### config.mk
export PLATFORM = sky130hd
export DESIGN_NAME = sb_pattern_gen_param
export DESIGN_NICKNAME = d
export VERILOG_FILES = /design/src/rtl/sb_pattern_gen_param.sv
export SDC_FILE = /design/constraint.sdc
export NUM_CORES = 1
export LEC_CHECK = 0
export CAP_MARGIN = 30
export CORE_MARGIN = 3
export CORE_UTILIZATION = 35
export CTS_CLUSTER_DIAMETER = 30
export CTS_CLUSTER_SIZE = 30
export DETAILED_ROUTE_END_ITERATION = 12
export PLACE_DENSITY = 0.74
export REMOVE_ABC_BUFFERS = 1
export SLEW_MARGIN = 0
export SYNTH_ARGS = -nofsm -noshare
export SYNTH_HDL_FRONTEND = slang
export SYNTH_SLANG_ARGS = --single-unit
### constraint.sdc
create_clock -name i_clk -period 1.8 [get_ports i_clk]
set_input_delay 0.36 -clock i_clk [delete_from_list [all_inputs] [get_ports i_clk]]
set_output_delay 0.36 -clock i_clk [all_outputs]
set_load 0.02 [all_outputs]
### src/rtl/sb_pattern_gen_param.sv
// Sideband clock-pattern generator for LTSM SBINIT: 1 ms send/gap bursts, tail words after RX detect.
// Optional SB_PATTERN_PROG_EN adds i_pattern, captured at sequence start and driven on o_pattern.
module sb_pattern_gen_param #(
  parameter int PATTERN_W     = 64,
  parameter int CYCLES_PER_MS = 100,
  parameter int TIMEOUT_MS    = 8,
  parameter int EXTRA_ITER    = 4
) (
  input  logic                             i_clk,
  input  logic                             i_rst_n,
  input  logic                             i_start_pattern_req,
  input  logic                             i_abort,
  input  logic                             i_rx_sb_pattern_samp_done,
  input  logic                             i_ser_done,
`ifdef SB_PATTERN_PROG_EN
  input  logic [PATTERN_W-1:0]             i_pattern,
`endif
  output logic [PATTERN_W-1:0]             o_pattern,
  output logic                             o_pattern_valid,
  output logic                             o_start_pattern_done,
  output logic                             o_pattern_time_out,
  output logic                             o_busy,
  output logic [$clog2(EXTRA_ITER+1)-1:0]  o_tail_cnt
);

  localparam int MSC_W  = $clog2(CYCLES_PER_MS);
  localparam int MSN_W  = $clog2(TIMEOUT_MS);
  localparam int TAIL_W = $clog2(EXTRA_ITER+1);
  localparam logic [MSC_W-1:0]     MS_LAST     = MSC_W'(CYCLES_PER_MS-1);
  localparam logic [MSN_W-1:0]     TOUT_LAST   = MSN_W'(TIMEOUT_MS-1);
  localparam logic [TAIL_W-1:0]    TAIL_LAST   = TAIL_W'(EXTRA_ITER);
  localparam logic [PATTERN_W-1:0] DEFAULT_PAT = {(PATTERN_W/2){2'b10}};

  typedef enum logic [2:0] {IDLE, SEND, GAP, TAIL, DONE, TOUT} state_t;

  state_t              state_reg, state_next;
  logic [MSC_W-1:0]    ms_cyc_reg, ms_cyc_next;
  logic [MSN_W-1:0]    ms_cnt_reg, ms_cnt_next;
  logic [TAIL_W-1:0]   tail_reg, tail_next;
  logic                samp_reg, samp_next;
  logic                valid_reg, valid_next;
  logic                req_d_reg;
  logic                req_edge, in_window, ms_wrap, ms_final;

  assign req_edge  = i_start_pattern_req & ~req_d_reg;
  assign in_window = (state_reg == SEND) || (state_reg == GAP);
  assign ms_wrap   = in_window && (ms_cyc_reg == MS_LAST);
  assign ms_final  = ms_wrap && (ms_cnt_reg == TOUT_LAST);

  always_comb begin
    state_next  = state_reg;
    ms_cyc_next = ms_cyc_reg;
    ms_cnt_next = ms_cnt_reg;
    tail_next   = tail_reg;
    samp_next   = samp_reg;
    valid_next  = 1'b0;

    if (in_window) begin
      if (ms_wrap) begin
        ms_cyc_next = '0;
        ms_cnt_next = ms_cnt_reg + 1'b1;
      end else begin
        ms_cyc_next = ms_cyc_reg + 1'b1;
      end
      if (i_rx_sb_pattern_samp_done) samp_next = 1'b1;
    end

    case (state_reg)
      IDLE: begin
        ms_cyc_next = '0;
        ms_cnt_next = '0;
        if (req_edge) state_next = SEND;
      end
      SEND: begin
        valid_next = i_ser_done;
        // A detect arriving on the final wrap still beats the timeout.
        if (samp_reg || (ms_final && i_rx_sb_pattern_samp_done)) state_next = TAIL;
        else if (ms_final)                                        state_next = TOUT;
        else if (ms_wrap)                                         state_next = GAP;
      end
      GAP: begin
        if (samp_reg || i_rx_sb_pattern_samp_done) state_next = TAIL;
        else if (ms_final)                         state_next = TOUT;
        else if (ms_wrap)                          state_next = SEND;
      end
      TAIL: begin
        if (tail_reg == TAIL_LAST) begin
          state_next = DONE;
        end else if (i_ser_done) begin
          valid_next = 1'b1;
          tail_next  = tail_reg + 1'b1;
        end
      end
      DONE, TOUT: begin
        ms_cyc_next = '0;
        ms_cnt_next = '0;
        tail_next   = '0;
        samp_next   = 1'b0;
        state_next  = IDLE;
      end
      default: state_next = IDLE;
    endcase

    if (i_abort) begin
      state_next  = IDLE;
      ms_cyc_next = '0;
      ms_cnt_next = '0;
      tail_next   = '0;
      samp_next   = 1'b0;
      valid_next  = 1'b0;
    end
  end

  always_ff @(posedge i_clk or negedge i_rst_n) begin
    if (!i_rst_n) begin
      state_reg  <= IDLE;
      ms_cyc_reg <= '0;
      ms_cnt_reg <= '0;
      tail_reg   <= '0;
      samp_reg   <= 1'b0;
      valid_reg  <= 1'b0;
      req_d_reg  <= 1'b0;
    end else begin
      state_reg  <= state_next;
      ms_cyc_reg <= ms_cyc_next;
      ms_cnt_reg <= ms_cnt_next;
      tail_reg   <= tail_next;
      samp_reg   <= samp_next;
      valid_reg  <= valid_next;
      req_d_reg  <= i_start_pattern_req;
    end
  end

`ifdef SB_PATTERN_PROG_EN
  logic [PATTERN_W-1:0] pattern_reg;

  always_ff @(posedge i_clk or negedge i_rst_n) begin
    if (!i_rst_n)
      pattern_reg <= DEFAULT_PAT;
    else if ((state_reg == IDLE) && (state_next == SEND))
      pattern_reg <= i_pattern;
  end

  assign o_pattern = pattern_reg;
`else
  assign o_pattern = DEFAULT_PAT;
`endif

  // Abort masks the already-registered qualifiers in the same cycle.
  assign o_pattern_valid      = valid_reg & ~i_abort;
  assign o_start_pattern_done = (state_reg == DONE) & ~i_abort;
  assign o_pattern_time_out   = (state_reg == TOUT) & ~i_abort;
  assign o_busy               = (state_reg != IDLE);
  assign o_tail_cnt           = tail_reg;

endmodule

# After elaboration in Yosys (flattened, before gate mapping)
# Index checks and enable logic that the tools add are counted.
dict set report totals {
  ff_bits 19
  inputBits 6
  out_inout_bits 71
  wordCells 79
}
dict set report op_classes {
  addsub 3
  n_eq_ne 14
  n_mux 30
  n_bitwise 6
  reduce_logical 19
}
# cell n
set ops {}
lappend ops {{$mux W3} 16}
lappend ops {{$mux W7} 4}
lappend ops {{$reduce_bool A3 Y1} 6}
lappend ops {{$eq A3 B3 Y1 const B} 4}
lappend ops {{$ne A3 B3 Y1 const B} 4}
lappend ops {{$pmux W3 S4} 1}
lappend ops {{$ne A5 B4 Y1 const B} 2}
lappend ops {{$add A7 B1 Y7 const B} 1}
lappend ops {{$eq A7 B7 Y1 const B} 1}
lappend ops {{$mux W1} 7}
lappend ops {{$add A3 B1 Y3 const B} 2}
lappend ops {{$eq A3 B2 Y1 const B} 2}
lappend ops {{$pmux W3 S2} 1}
lappend ops {{$and A1 B1 Y1} 4}
lappend ops {{$reduce_and A2 Y1} 2}
lappend ops {{$reduce_and A4 Y1} 1}
lappend ops {{$eq A3 B1 Y1 const B} 1}
lappend ops {{$logic_and A1 B1 Y1} 3}
lappend ops {{$logic_not A3 Y1} 1}
lappend ops {{$logic_or A1 B1 Y1} 3}
lappend ops {{$reduce_and A3 Y1} 1}
lappend ops {{$reduce_or A3 Y1} 1}
lappend ops {{$not A1 Y1} 2}
lappend ops {{$pmux W1 S2} 1}
lappend ops {{$reduce_or A2 Y1} 1}

# Logic depth before layout (Yosys ltp)
# Gate-level depths: netlist of the first run.
dict set report logic_depth {
  word_depth 9
  depth_mapped 7
  ltp_nobuf 7
}

# Worst setup path before layout of the first run
# No wires, ideal clock.
dict set report synth_timing {
  path_kind {reg2out}
  startpoint {register state_reg[1]}
  endpoint {output port o_pattern_time_out}
  arrival_ns 1.248
  t_required_ns 1.440
  path_slack_ns 0.192
  stages_incl_launch_ff 5
  path_buffers 1
  cell_sequence {dfrtp_1 buf_6 inv_2 nand2_1 nor3b_1}
}
dict set report synth_between {
  elab_chain_len 2
}
# item line_no
set synth_lines {}
lappend synth_lines {{from (decl)} 36} ;# state_t state_reg, state_next;
lappend synth_lines {{from (signal assigned)} 124} ;# state_reg <= state_next;
lappend synth_lines {{$eq A3 B3 Y1} 152} ;# assign o_pattern_time_out = (state_reg == TOUT) & ~i_abort;
lappend synth_lines {{$and A1 B1 Y1} 152}
lappend synth_lines {{to (decl)} 21} ;# output logic o_pattern_time_out,
# No other way between the ends.

# Worst setup path after layout of the first run
dict set report layout_timing {
  startpoint {register state_reg[1]}
  endpoint {output port o_busy}
}
dict set report layout_between {
  elab_chain_len 1
}
# item line_no
set layout_lines {}
lappend layout_lines {{$reduce_bool A3 Y1} 153} ;# assign o_busy = (state_reg != IDLE);
lappend layout_lines {{to (decl)} 22} ;# output logic o_busy,
# No other way between the ends.

==> results of run 1 <==
-- through the flow --
| stage | cells | setup WS (ns) | TNS (ns) |
|---|---|---|---|
| after floorplan | 175 | 0.2019 | 0 |
| after global placement | 254 | -0.2817 | -1.165 |
| after detailed placement | 254 | -0.2893 | -1.196 |
| after CTS | 258 | 0.01185 | 0 |
| after global routing | 258 | 0.01640 | 0 |
| final | 258 | 0.06782 | 0 |
-- routing by layer --
layer	part of all wire [%]	GRT usage [%]	wire (um)
met1	43	11.79	1133
met2	48	15.12	1249
met3	8.6	3.872	225
met4	0	0.5929	0
met5	0	0	0
-- power groups by stage --
| stage | registers [mW] | logic, mW | clock network (mW) |
|---|---|---|---|
| after detailed placement | 0.487 | 0.645 | 0 |
| after CTS | 0.479 | 0.641 | 0.302 |
| final | 0.479 | 0.638 | 0.294 |
| after global routing | 0.485 | 0.696 | 0.324 |
| after global placement | 0.486 | 0.641 | 0 |
| after floorplan | 0.515 | 0.420 | 0 |
-- cell usage after synthesis (2+ instances only) --
master    number  area (um^2)
buf_4         65        488.0
dfrtp_1       19        475.5
nor2_1        12        45.04
nand2_1       10        37.54
inv_1          7        26.28
ha_1           5        62.56
nor2b_1        4        25.02
o21ai_0        4        20.02
a21oi_1        3        15.01
mux2i_1        3        30.03
nand3_1        3        15.01
nor3_1         3        15.01
xnor2_1        3        26.28
and4bb_1       2        25.02
buf_6          2        22.52
conb_1         2        7.510
nand3b_1       2        15.01
o21a_1         2        15.01
o21ai_1        2        10.01
xor2_1         2        17.52
-- worst paths after layout --
kind,end,cells past startpoint
max,o_busy,2
max in group asynchronous,ms_cnt_reg[0],2
min in group i_clk,ms_cyc_reg[1],2
max reg2reg,ms_cyc_reg[6],7
min reg2reg,ms_cyc_reg[1],2
min,ms_cyc_reg[6],2
-- worst register-to-register path, stage by stage, from the launching register on --
cell     delay, ns
dfrtp_1       0.37
buf_4         0.16
buf_4         0.16
nor2_1        0.16
or3_4         0.17
nand4_2       0.13
o21a_1        0.21
o21ba_1       0.17
-- final cells by class --
class | instances | share of cell area [%]
multi-input combinational | 148 | 51.03
inverter | 8 | 1.767
tap | 52 | 3.829
sequential | 19 | 27.98
clock buffer | 4 | 2.651
timing repair buffer | 27 | 12.74
-- cell families (layout without fill, tap and decap cells) --
| group | after synthesis | after routing | share of synthesized area [%] |
|---|---|---|---|
| buffers and inverters | 76 | 39 | 32.96 |
| and+or+nand+nor | 49 | 49 | 18.52 |
| AOI/OAI and AO/OA | 21 | 21 | 10.13 |
| DFF | 19 | 19 | 28.72 |
| xor gates and xnor gates | 6 | 6 | 3.629 |
| adders and majority gates | 5 | 5 | 3.779 |
| muxes | 3 | 3 | 1.814 |
| other | 2 | 64 | 0.4537 |
==> key figures, run 1 <==
Die
  • Die width: 74.77 um
  • Initial Util: 37.00%
  • Core area: 4474 um^2
  • Chip height: 74.77 um
  • FP Rows: 24
  • IO Pins: 77
  • Die area: 5591 um^2

Critical path
  • CP startpoint: state_reg[1]
  • Slowest CP cell: dfrtp_1
  • CP top delay family: flip-flops
  • Reg-to-reg slack, setup: 0.16 ns
  • Critical Path Source Type: register
  • Critical Path AT: 1.37 ns
  • CP Data Required Time: 1.44 ns
  • RR Startpoint: state_reg[0]
  • Kind of critical path: register to output port
  • Critical-path cell list: or3_1 > dlygate4sd2_1
  • Crit-path max FO: 3
  • Peak per-stage delay on the critical path: 0.41 ns
  • Crit end category: output port
  • Buf+Inv Stages, Crit Path: 1

Global route
  • Total GRT Usage: 9.164%
  • GR Overflow Total: 0
  • Number of global-route vias before repair: 871
  • Largest net degree at the start of global routing: 20
  • First-pass GRT wire length: 3.981 mm
  • Antenna violations before repair: 0

Synthesis
  • Main synth FF type: dfrtp_1
  • Post-synthesis sequential area ratio: 28.72%
  • Synthesized netlist cell count: 181
  • Mapped Area: 1655 um^2
  • FFs w/ async S/R, synth: 100.0%
  • Synth Register Bits: 19
  • Avg Inst Size Synth: 9.146 um^2
  • Post-synth EDFFs: 0
  • Yosys warns: 0
  • Post-synth cell types: 46

Clocking
  • Htree depth: 1
  • CTS tree: yes
  • Sink Count: 19
  • Setup Buffers After CTS: 0
  • Cells resized by post-CTS repair: 5
  • Hold_buf cts: 0
  • CTS clk-pin slew, worst paths: 0.07 ns
  • Num CTS Buffers: 3
  • Root Buffer: clkbuf_8
  • Worst-Skew Late Latency: 0.25 ns
  • Maximum buffer depth of the clock tree: 2

Cells and area
  • Fillcell total: 456
  • Register Area: 475.5 um^2
  • Nets: 218
  • Share of layout cells above drive strength 1: 16.50%
  • Fin util: 37.98%
  • Final Instance Area: 1699 um^2
  • Synthesis-to-finish area growth: 2.646%
  • Max reg flops: 7
  • Most frequent cells in the layout: conb_1 (64), dfrtp_1 (19), buf_4 (15)
  • Leading cell type in the layout, fill and taps excluded: conb_1
  • Multi-input logic area: 867.1 um^2
  • Antenna Cells: 0

STA
  • Final Skew: 0.002571 ns
  • Final Slew Violations: 0
  • Final Hold Viols: 0
  • RSZ-0062 raised after global routing: false
  • Hold Slack: 0.4393 ns
  • Peak Freq: 577.3 MHz
  • Tcrit/Tclk final: 96.23%
  • Final period demand of the worst path: 1.732 ns
  • Setup-failing EPs final: 0

Place
  • Post-DP HPWL: 2.158 mm
  • GPL Wtd Cong: 0.8318
  • Buffers on Ports: 12
  • DP Area: 1670 um^2

Routing
  • Detailed Routing Iterations Pass 1: 4
  • Via count: 1,084
  • Final WL: 2.609 mm
  • Vias per std cell: 4.202
  • Starting DRT DRC Count: 50
  • Routed len/inst: 10.11 um
  • DRC errors left: 0
  • Post-DRT Antenna Nets: 0

Outcome
  • Outcome: finished clean

Pwr
  • Clock share of power: 20.8%
  • Pleak: 0.8287 nW
  • Logic gate share of total power: 45.2%
  • Power consumption: 1.412 mW
  • Flop pwr share: 33.9%
  • Max IR drop VDD: 0.3118 mV
  • Pwr per Cell Area: 830.9 nW/um^2
  • Sw Pwr: 0.5539 mW
  • Int Power: 0.8579 mW
  • Net Sw Frac: 39.23%

Run
  • Max cap viols: 0

Min path
  • HP Class: input pin to async pin
Note: power is estimated with default switching activity, not from simulation.
==> run 2, diff against run 1 <==
--- a/config.mk
+++ b/config.mk
@@ -11,6 +11,7 @@
 export CTS_CLUSTER_DIAMETER = 30
 export CTS_CLUSTER_SIZE = 30
 export DETAILED_ROUTE_END_ITERATION = 12
+export GPL_TIMING_DRIVEN = 0
 export PLACE_DENSITY = 0.74
 export REMOVE_ABC_BUFFERS = 1
 export SLEW_MARGIN = 0
==> key figures, run 2 (same netlist as run 1, synthesis figures left out) <==
Outcome
  • Outcome: finished clean

Global route
  • Number of global-route vias before repair: 932
  • GR Overflow Total: 0
  • First-pass GRT wire length: 4.188 mm
  • Antenna violations before repair: 0
  • Total GRT Usage: 9.587%
  • Largest net degree at the start of global routing: 20

Die
  • FP Rows: 24
  • Chip height: 74.77 um
  • IO Pins: 77
  • Initial Util: 37.00%
  • Die area: 5591 um^2
  • Core area: 4474 um^2
  • Die width: 74.77 um

STA
  • Total Neg Setup Slack: 0 ns
  • Hold Slack: 0.5250 ns
  • Peak Freq: 573.3 MHz
  • RSZ-0062 raised after global routing: false
  • Final period demand of the worst path: 1.744 ns
  • Worst slew pin tran: 0.8684 ns
  • Final Slew Violations: 0
  • Tcrit/Tclk final: 96.90%
  • Setup ws final: 0.05579 ns
  • Worst slew margin: 41.93%
  • Setup-failing EPs final: 0
  • Final Hold Viols: 0
  • Final Skew: 0.001654 ns

Place
  • GPL Wtd Cong: 0.7756
  • Buffers on Ports: 12
  • Post-DP HPWL: 2.071 mm
  • Pre-CTS WS: -0.4321 ns

Critical path
  • CP Data Required Time: 1.44 ns
  • Critical-path cell list: or3_1 > clkdlybuf4s15_1
  • Critical Path Source Type: register
  • Crit-path max FO: 4
  • Kind of critical path: register to output port
  • Critical Path AT: 1.38 ns
  • Peak per-stage delay on the critical path: 0.44 ns
  • Crit end category: output port
  • Slowest CP cell: dfrtp_2

Clocking
  • Worst-Skew Late Latency: 0.25 ns
  • Sink Count: 19
  • Hold_buf cts: 0
  • Root Buffer: clkbuf_8
  • Num CTS Buffers: 3
  • CTS clk-pin slew, worst paths: 0.07 ns
  • CTS tree: yes
  • Htree depth: 1
  • Maximum buffer depth of the clock tree: 2

Run
  • Max cap viols: 0

Routing
  • Vias per std cell: 4.306
  • Via count: 1,068
  • Starting DRT DRC Count: 65
  • Detailed Routing Iterations Pass 1: 4
  • DRC errors left: 0
  • Final WL: 2.642 mm
  • Post-DRT Antenna Nets: 0
  • Routed len/inst: 10.65 um

Cells and area
  • Synthesis-to-finish area growth: -1.058%
  • Most frequent cells in the layout: conb_1 (64), dfrtp_1 (16), nor2_1 (12)
  • Nets: 208
  • Share of layout cells above drive strength 1: 13.27%
  • Leading cell type in the layout, fill and taps excluded: conb_1
  • Antenna Cells: 0
  • Max reg flops: 7

Min path
  • HP Class: register to register

Pwr
  • Pleak: 0.7803 nW
  • Pwr per Cell Area: 840.0 nW/um^2
  • Max IR drop VDD: 0.3519 mV
run 2: area by class of cell:
| type | count | area [um^2] |
|---|---|---|
| tap | 52 | 65.06 |
| multi-input combinational | 148 | 867.1 |
| clock buffer | 4 | 45.04 |
| timing repair buffer | 17 | 151.4 |
| fill | 461 | 2836 |
| sequential | 19 | 479.2 |
| inverter | 8 | 30.03 |
run 2: where the power goes:
group	leakage, nW	switching [mW]	internal (mW)
combinational	0.501	0.378	0.219
clock	0.0228	0.135	0.157
sequential	0.257	0.0274	0.459
total	0.780	0.541	0.835
run 2: per-stage QoR:
| stage | instances | cell area (um^2) | util, % | power [mW] |
|---|---|---|---|---|
| floorplan | 175 | 1373 | - | 0.9346 |
| detailed placement | 239 | 1558 | 34.82 | 1.046 |
| global placement | 239 | 1558 | 34.82 | 1.041 |
| CTS | 248 | 1642 | 36.69 | 1.381 |
| finish | 248 | 1638 | 36.61 | 1.376 |
| global route | 248 | 1638 | 36.61 | 1.480 |
run 2: path summary, 6_finish.rpt:
kind                       slack (ns)  depth (start not counted)            end           from
max                              0.06                          2         o_busy   state_reg[1]
min                              0.53                          2  ms_cyc_reg[1]  ms_cyc_reg[1]
max reg2reg                      0.12                          6  ms_cyc_reg[2]   state_reg[0]
min reg2reg                      0.53                          2  ms_cyc_reg[1]  ms_cyc_reg[1]
max in group asynchronous        0.61                          1   state_reg[1]        i_rst_n
min in group asynchronous        0.60                          1  ms_cyc_reg[4]        i_rst_n
run 2: critical path, delay by kind of cell (launching register included):
kind | cells | cell delay [ns]
flops | 1 | 0.44
buf+inv | 1 | 0.30
simple gates | 1 | 0.39
run 2: metal layers:
metal,GRT usage [%],routed length (um),vias to the layer above
met5,0,0,-
met4,0.5929,0,0
met3,3.605,220,0
met2,16.59,1340,53
met1,11.96,1081,512
li1,-,-,503
run 2: repair_timing:
action                                 in CTS  in global routing
endpoints found under the hold margin       0                  0
pin swaps                                   0                  0
setup buffers                               5                  0
resized for setup                          12                  3
setup endpoints to repair                   4                  2
